`config.mk`:
```
export PLATFORM = sky130hd
export DESIGN_NAME = dclk_monitor
export DESIGN_NICKNAME = d
export VERILOG_FILES = /design/src/rtl/dclk_monitor.sv
export SDC_FILE = /design/constraint.sdc
export NUM_CORES = 1
export LEC_CHECK = 0
export ABC_AREA = 1
export BUFFER_PORTS_ARGS = -buffer_cell sky130_fd_sc_hd__buf_2
export CORE_UTILIZATION = 37
export CTS_CLUSTER_DIAMETER = 60
export CTS_CLUSTER_SIZE = 40
export DETAILED_ROUTE_END_ITERATION = 8
export GPL_TIMING_DRIVEN = 0
export PLACE_DENSITY = 0.57
export SLEW_MARGIN = 10
export SYNTH_ARGS = -nofsm -noshare
export SYNTH_HDL_FRONTEND = slang
export SYNTH_SLANG_ARGS = --single-unit
```
`constraint.sdc`:
```
create_clock -name clk -period 1.5 [get_ports clk]
set_clock_uncertainty 0.05 [all_clocks]
set_input_delay 0.3 -clock clk [delete_from_list [all_inputs] [get_ports clk]]
set_output_delay 0.3 -clock clk [all_outputs]
set_load 0.005 [all_outputs]
```
`src/rtl/dclk_monitor.sv`:
```
// dclk_monitor
//   Receive-side companion of the divided-clock generator. It watches the
//   dclk pulse stream in the clk domain and recovers three things from it:
//   the pulse period, whether that period is fast or slow, and whether the
//   stream is active at all. Each measured period is offered through a
//   valid/ready output register.
//
// Parameters
//   CW        width of the interval counter and of period
//   FAST_MAX  periods <= FAST_MAX clk cycles are classified fast
//   TIMEOUT   clk cycles without a dclk rise before the stream counts as
//             inactive (2 <= TIMEOUT <= 2**CW-1)
//
// Ports
//   clk      in   system clock, all logic on posedge
//   rst_b    in   asynchronous active-low reset
//   dclk     in   pulse stream, synchronous to clk
//   per_rdy  in   consumer ready for period
//   period   out  clk cycles between the last two accepted dclk rises
//   per_vld  out  period/fast hold a measurement not yet taken
//   fast     out  rate class of the value in period
//   act      out  pulse stream is live
//   ovf      out  sticky: a measurement was dropped due to backpressure
module dclk_monitor #(
  parameter int unsigned CW       = 8,
  parameter int unsigned FAST_MAX = 3,
  parameter int unsigned TIMEOUT  = 20
) (
  input  logic          clk,
  input  logic          rst_b,
  input  logic          dclk,
  input  logic          per_rdy,
  output logic [CW-1:0] period,
  output logic          per_vld,
  output logic          fast,
  output logic          act,
  output logic          ovf
);

  typedef enum logic {
    IDLE = 1'b0,
    RUN  = 1'b1
  } state_t;

  state_t        state;
  state_t        state_nxt;
  logic          dclk_q;
  logic          rise;
  logic [CW-1:0] cnt;
  logic [CW-1:0] cnt_nxt;
  logic          capture;
  logic          take;

  assign rise = dclk & ~dclk_q;
  assign take = per_vld & per_rdy;
  assign act  = (state == RUN);

  always_ff @(posedge clk or negedge rst_b) begin
    if (!rst_b) begin
      state  <= IDLE;
      dclk_q <= 1'b0;
      cnt    <= '0;
    end else begin
      state  <= state_nxt;
      dclk_q <= dclk;
      cnt    <= cnt_nxt;
    end
  end

  // cnt holds the number of edges since the last rise, so at the next rise
  // it already equals the period. A rise coinciding with cnt == TIMEOUT is
  // still a valid measurement; only the absence of a rise times out.
  always_comb begin
    state_nxt = state;
    cnt_nxt   = cnt;
    capture   = 1'b0;
    unique case (state)
      IDLE: begin
        if (rise) begin
          state_nxt = RUN;
          cnt_nxt   = CW'(1);
        end
      end
      RUN: begin
        if (rise) begin
          capture = 1'b1;
          cnt_nxt = CW'(1);
        end else if (cnt == CW'(TIMEOUT)) begin
          state_nxt = IDLE;
        end else begin
          cnt_nxt = cnt + CW'(1);
        end
      end
      default: begin
        state_nxt = IDLE;
      end
    endcase
  end

  // Output register: a new capture may replace the held value only when the
  // register is empty or being drained in the same cycle; otherwise it is
  // dropped and recorded in the sticky ovf flag.
  always_ff @(posedge clk or negedge rst_b) begin
    if (!rst_b) begin
      period  <= '0;
      per_vld <= 1'b0;
      fast    <= 1'b0;
      ovf     <= 1'b0;
    end else if (capture) begin
      if (!per_vld || per_rdy) begin
        period  <= cnt;
        fast    <= (cnt <= CW'(FAST_MAX));
        per_vld <= 1'b1;
      end else begin
        ovf <= 1'b1;
      end
    end else if (take) begin
      per_vld <= 1'b0;
    end
  end

endmodule

```
# After elaboration in Yosys (flattened, before gate mapping)
# Cells that the tools add are included.
# totals
register_bits	21
latch_bits	0
mem_bits_rw	0
mem_bits_ro	0
out_inout_bits	12
wordCells	37
memories	0
# op_classes
add_sub_neg	1
mul	0
n_div	0
order_cmp	1
n_eq_ne	4
shifts	0
mux	12
bitwise_logic	5
reduce_logical	7
# ops
operator	n
two-way mux 8 bit	3
one-hot mux 8 bit (2 select lines)	1
adder 8 x 1 -> 8 bit (second input constant)	1
equality test 8 x 5 -> 1 bit (second input constant)	1
<= comparator 8 x 2 -> 1 bit (second input constant)	1
AND reduction 2 bit	4
two-way mux 1 bit	7
inequality test 3 bit (second input constant)	1
NOT 1 bit	3
bitwise AND 1 bit	2
inequality test 2 x 1 -> 1 bit (second input constant)	1
inequality test 2 bit (second input constant)	1
one-hot mux 1 bit (2 select lines)	1
nonzero test 2 bit	1
logical NOT 1 bit	1
logical OR 1 bit	1

# Logic depth before layout (Yosys ltp)
# Gate-level depths: netlist (run 1).
# depth
ltp_word	6
mapped_depth	7
mapped_depth_nobuf	7

# Worst setup path before layout (run 1)
# Ideal clock, no wire load.
# synth_timing
path_type	reg-to-reg
start	register cnt[0]
end	register cnt[3]
setup_ps	117
arrival_time_ps	1284
t_required_ps	1333
setup_slack_ps	49
path_stages_with_launch	8
period_less_slack_ps	1451
cell_sequence	dfrtp_1 > inv_1 > ha_1 > nand3_1 > o21ai_2 > nand2_4 > nand2_1 > nand2_1
# synth_between
elab_chain_cells	4
# synth_lines
item	line_no	text
start, declared	49	logic [CW-1:0] cnt;
start signal, assigned	66	cnt <= cnt_nxt;
adder 8 x 1 -> 8 bit	91	cnt_nxt = cnt + CW'(1);
two-way mux 8 bit	88	end else if (cnt == CW'(TIMEOUT)) begin
two-way mux 8 bit	85	if (rise) begin
one-hot mux 8 bit (2 select lines)	77	unique case (state)
# Several ways; a longest one is shown, not always the timed one. The select of a mux whose other input is x is not followed.
# A chain may end at the register's enable or synchronous reset.

# Worst setup path after layout (run 1)
# layout_timing
start	register cnt[0]
end	register cnt[4]
# The elaborated chain is that of the path after synthesis.

==> metrics.md, run 1 <==
| Metric | Value |
|---|---|
| Status | `finished, final reports clean` |
| Final min period | `1.418 ns` |
| GR Util met3 | `2.558%` |
| Critical path launch point type | `flop` |
| Combinational Power Share | `approximately 38%` |
| Synth Instances | `126` |
| Maximum vdd drop | `0.7027 mV` |
| Grt ovf | `0` |
| GPL Wtd Cong | `0.8531` |
| Setup Total Neg Slack | `0 ns` |
| Reg power frac | `46.6%` |
| DRC viols | `0` |
| Ys Warns | `0` |
| Rows | `19` |
| Io pins | `16` |
| Reg-to-reg setup timing slack | `0.08 ns` |
| Initial Util | `between 30% and 40%` |
| Total wire length | `2195 um` |
| Leakage | `between 0.6 and 0.7 nW` |
| First drt pass iteration count | `4` |
| Antenna cells | `0` |
| Max-cap violations | `0` |
| Critical Path AT | `1.57 ns` |
| Most frequent cells in the layout | `nand2_1 (39), dfrtp_1 (18), nand3_1 (17)` |
| Clock power frac | `15.9%` |
| Die area | `3093 um2` |
| Slew HR | `68.99%` |
| Die Span Y | `55.62 um` |
| Worst path required time | `1.65 ns` |
| Area leader, netlist | `dfrtp_1` |
| CP startpoint | `cnt[0]` |
| WL per Instance | `12.19 um` |
| Core ar. | `2734 um2` |
| Cts bufs inserted | `3` |
| Final hold slack | `0.07256 ns` |
| Via Count | `909` |
| WS Path Type | `reg -> reg` |
| Crit path to | `cnt[4]` |
| Longest Clk Path Bufs | `2` |
| Count of pins over their slew limit | `0` |
| Met2 usage | `22.55%` |
| Worst-path maximum fanout | `6` |
| Commonest non-fill, non-tap cell in the layout | `nand2_1` |
| Fin crit share | `94.56%` |
| Initial DRC Count | `29` |
| Worst min path class | `in -> reg` |
| R2r endpoint | `cnt[4]` |
| Sw power | `0.6572 mW` |
| Mapped Avg Cell Area | `8.441 um2` |
| Layout Utilization | `46.68%` |
| Grt met1 use | `22.32%` |
| GRT Total Usage | `between 10% and 20%` |
| Vias per cell | `5.050` |
| Final nets | `about 160` |
| Net count after synthesis | `133` |
| Number of global-route vias before repair | `about 800` |
| Mapped Area | `1064 um2` |
| R2R depth | `7` |
| Synth Register Bits | `21` |
| Fmax | `around 0.71 GHz` |
| Switching Share | `38.25%` |
| Detail Placement HPWL | `1513 um` |
| Final hold violations | `0` |
| Reg clk slew, reported paths | `0.12 ns` |
| DIE WIDTH | `55.62 um` |
| Clock Sinks | `21` |
| Grt peak-use layer | `met2` |
| Worst R2R Start | `cnt[0]` |
| Number of H-tree levels | `1` |
| Register area share after synthesis | `between 40 and 50%` |
| Setup violations, final | `0` |
| Cells taking the most area after synthesis | `dfrtp_1 (49%), nand2_1 (14%), nand3_1 (8.5%)` |
| P&R area growth vs syn | `20.00%` |
| Area share of the largest cell type after synthesis | `49.41%` |
| CTS tree | `done` |
| Insertion delay to the later sink of the worst-skew pair | `roughly 0.3 ns` |
| Distinct cells, synth | `18` |
| CP endpoint kind | `flop` |
| RSZ-0062 raised after global routing | `false` |
| Pin count of the biggest net entering global routing | `22` |
| Clock root cell | `clkbuf_4` |
| Pwr dens | `1346 nW/um2` |
| Worst Tran Pin Value | `0.4651 ns` |
| P_int | `1.061 mW` |
| Port Buffers | `15` |
| Initial antenna violation count | `0` |
| Overall power | `1.718 mW` |
| Post-route ant nets | `0` |
| Global-route wire length before repair | `3781 um` |
| Fraction of layout cells with a size suffix above 1 | `29.53%` |
==> sequential cells by signal, indices dropped and copies added (netlist names) <==
register / cells
dclk_q: 1
act: 1
cnt: 8
per_vld: 1
period: 8
ovf: 1
fast: 1
==> critical path: stages (launching register included) <==
cell	delay (ns)
dfrtp_2	0.45
inv_4	0.09
ha_4	0.14
nand3_4	0.10
o21ai_4	0.26
nand2_4	0.10
nand2_1	0.08
nand2_1	0.04
==> worst min path at each step <==
stage | from | end | slack [ns] | cells after the start
finish | dclk | dclk_q | 0.07 | 1
global route | dclk | dclk_q | 0.05 | 1
global placement | rst_b | fast | 0.23 | 1
detailed placement | rst_b | fast | 0.23 | 1
CTS | dclk | dclk_q | 0.06 | 1
floorplan | rst_b | act | -0.05 | 0
==> routing by layer <==
layer  vias to the layer above  wire (um)
met5                         -          0
met4                         0         53
met3                         6         62
met2                        18        996
met1                       430       1083
li1                        455          -
==> power groups by stage <==
| stage | sequential, mW | combinational [mW] | clock (mW) |
|---|---|---|---|
| finish | 0.800 | 0.644 | 0.274 |
| global route | 0.816 | 0.717 | 0.309 |
| CTS | 0.787 | 0.617 | 0.289 |
| detailed placement | 0.818 | 0.516 | 0 |
| global placement | 0.810 | 0.512 | 0 |
| floorplan | 0.800 | 0.356 | 0 |
==> cell type report <==
class,count,area [um2]
plain buffers,3,20.02
clock buffers,4,26.28
fillers,273,1458
inverters,12,47.55
multi-input cells,91,514.2
flip-flops and latches,21,529.3
well taps,31,38.79
repair buffers,18,100.1
==> logic make-up after synthesis <==
| family | share of synthesized area [%] |
|---|---|
| compound gates | 7.882 |
| xor+xnor | 0.8237 |
| fa+ha+maj | 3.530 |
| buf+inv | 6.116 |
| flops | 49.41 |
| simple gates | 32.24 |
==> Yosys cell counts, drive strengths merged <==
library cell	count
ha	3
buf	2
inv	12
nor2	10
a31o	1
clkbuf	1
nand4	6
nand3	18
dfrtp	21
xor2	1
nand2	42
o21ai	9
==> metrics by stage <==
stage / cells / area (um2) / worst slack (ns)
after global routing: 180 / 1276 / 0.004243
after detailed placement: 172 / 1177 / -0.1803
after global placement: 172 / 1177 / -0.1767
after CTS: 180 / 1252 / 0.01287
after floorplan: 126 / 1064 / 0.04877
final: 180 / 1276 / 0.08163
==> repair_timing <==
item / in CTS / in global routing
gates cloned: 1 / 0
gates resized for setup: 5 / 6
endpoints found under the hold margin: 21 / 0
pin swaps: 1 / 1
buffers inserted: 2 / 0
hold buffers: 1 / 0
endpoints found under the setup margin: 9 / 14
Power figures use the tool's default switching activity.
==> run 2: changes to the inputs <==
Settings changed: GPL_TIMING_DRIVEN 0 to unset.
==> run 2 against run 1 <==
Against the previous run:
- die area did not move
- via count down 1.7%
- final cell count rose by 0.56%
- register-to-register slack better by 0.03 ns
- global-route usage is 0.22 points lower
- fmax is 2.5% higher
- routed wire length down 3.2%
- combinational power shrank 12%
- power down 5.4%
- worst setup slack better by 0.035 ns
- critical path type unchanged
- critical endpoint is now cnt[5]
==> metrics.md, run 2 (synthesized netlist as in run 1, its figures left out) <==
| Metric | Value |
|---|---|
| Fmax | `0.7227 GHz (+2.5%)` |
| Reg clk slew, reported paths | `0.13 ns (about the same)` |
| Count of pins over their slew limit | `0 (unchanged)` |
| Detail Placement HPWL | `1520 um (+0.48%)` |
| Critical path launch point type | `flop` |
| Non-Filler Instances | `181 (+0.56%)` |
| Vias per cell | `4.939 (-2.2%)` |
| Number of global-route vias before repair | `803 (-2.1%)` |
| Clock Sinks | `21 (unchanged)` |
| Status | `finished, final reports clean` |
| Via Count | `894 (-1.7%)` |
| Post-CTS Setup Bufs | `0 (-2)` |
| Longest Clk Path Bufs | `2 (unchanged)` |
| P&R area growth vs syn | `17.53%` |
| GRT Total Usage | `15.30% (-0.22 points)` |
| Max-cap violations | `0 (unchanged)` |
| Worst-path maximum fanout | `3 (-3)` |
| Die area | `3093 um2 (unchanged)` |
| Maximum vdd drop | `0.6224 mV (-11%)` |
| Die Span Y | `55.62 um (unchanged)` |
| Pwr dens | `1300 nW/um2 (-3.4%)` |
| Core ar. | `2734 um2 (unchanged)` |
| Area after DPL | `1210 um2 (+2.8%)` |
| Setup Total Neg Slack | `0 ns (unchanged)` |
| CP endpoint kind | `flop` |
| Total wire length | `2124 um (-3.2%)` |
| WS Path Type | `reg -> reg` |
| DRC viols | `0 (unchanged)` |
| Rows | `19 (unchanged)` |
| Final hold slack | `0.05516 ns (-0.01741 ns)` |
| Inst Count DP | `176 (+2.3%)` |
| Fraction of layout cells with a size suffix above 1 | `26.00% (-3.5 points)` |
| Final hold violations | `0 (unchanged)` |
| Worst Tran Pin Value | `0.4847 ns (+0.01957 ns)` |
| Slew HR | `67.69% (-1.3 points)` |
| Final min period | `1.384 ns (-0.03460 ns)` |
| Pin count of the biggest net entering global routing | `22 (unchanged)` |
| Initial DRC Count | `35 (+21%)` |
| GPL Wtd Cong | `0.8044 (-5.7%)` |
| DIE WIDTH | `55.62 um (unchanged)` |
| First drt pass iteration count | `4 (unchanged)` |
| Initial antenna violation count | `0 (unchanged)` |
| Post-route ant nets | `0 (unchanged)` |
| CTS tree | `done` |
| Initial Util | `38.90% (unchanged)` |
| Insertion delay to the later sink of the worst-skew pair | `0.31 ns (about the same)` |
| Leakage | `0.6816 nW (+1.8%)` |
| Worst path required time | `1.71 ns (+0.06 ns)` |
| Port Buffers | `15 (unchanged)` |
| RSZ-0062 raised after global routing | `false` |
| Number of H-tree levels | `1 (unchanged)` |
| Io pins | `16 (unchanged)` |
| Largest registers | `cnt: 8 flops, period: 8 flops` |
| Commonest non-fill, non-tap cell in the layout | `nand2_1` |
| Clock root cell | `clkbuf_4` |
| Fin crit share | `92.25% (-2.3 points)` |
| Cts bufs inserted | `3 (unchanged)` |
| WL per Instance | `11.73 um (-3.8%)` |
| Worst min path class | `in -> reg` |
| Final nets | `158 (+0.64%)` |
| Grt ovf | `0 (unchanged)` |
| Global-route wire length before repair | `3670 um (-2.9%)` |
| Critical Path AT | `1.59 ns (+0.02 ns)` |
| Antenna cells | `0 (unchanged)` |
| Design Area, Final | `1250 um2 (-2.1%)` |
| Setup violations, final | `0 (unchanged)` |
| Most frequent cells in the layout | `nand2_1 (39), dfrtp_1 (21), nand3_1 (18)` |
==> run 2: changes by cell type in the layout (fill, tap and decap cells not counted), sizes merged <==
| cell | previous run | this run |
|---|---|---|
| clkbuf | 5 | 4 |
| o21ai | 10 | 9 |
| buf | 19 | 22 |
==> run 2: where the power goes <==
group / internal (mW) / switching [mW]
Combinational: 0.240 / 0.324
Sequential: 0.683 / 0.0870
Clock: 0.104 / 0.188
==> run 2: what timing repair did <==
| action | 4_1_cts | 5_1_grt |
|---|---|---|
| resized for setup | 0 | 1 |
| hold buffers | 1 | 0 |
| endpoints found under the hold margin | 21 | 0 |
| setup endpoints to repair | 0 | 5 |
==> run 2: metrics by stage <==
| step | utilization [%] | setup slack [ns] | total power, mW |
|---|---|---|---|
| 2_1_floorplan | - | 0.04877 | 1.156 |
| 3_3_place_gp | 44.26 | 0.1480 | 1.333 |
| 3_5_place_dp | 44.26 | 0.1110 | 1.341 |
| 4_1_cts | 45.58 | 0.07899 | 1.619 |
| 5_1_grt | 45.72 | 0.004926 | 1.744 |
| 6_report | 45.72 | 0.1162 | 1.625 |
==> run 2: cell type report <==
type | count | area (um2)
clock buffer | 4 | 26.28
fill | 279 | 1484
inverter | 12 | 45.04
multi-input combinational | 90 | 473.0
sequential | 21 | 525.5
tap | 31 | 38.79
timing repair buffer | 23 | 141.4
==> run 2: critical path: stages, from the launching register on <==
cell     delay [ns]
dfrtp_1        0.40
inv_1          0.11
ha_1           0.16
nand3_1        0.09
o21ai_2        0.23
buf_4          0.17
nand3_1        0.06
nand2_1        0.08
==> run 2: final timing paths <==
kind / startpoint / cells after the start / to / slack [ns]
worst max-delay path: cnt[0] / 7 / cnt[5] / 0.12
worst min-delay path: dclk / 1 / dclk_q / 0.06
worst max register to register: cnt[0] / 7 / cnt[5] / 0.12
worst min register to register: period[2] / 2 / period[2] / 0.43
max in group asynchronous: rst_b / 2 / cnt[7] / 0.66
min in group asynchronous: rst_b / 2 / fast / 0.41
==> run 2: metal layers <==
metal,GRT usage (%),up-vias,share of wire [%]
li1,-,457,-
met1,21.47,408,51
met2,22.72,25,43
met3,2.791,4,3.9
met4,7.500,0,1.7
met5,0,-,0
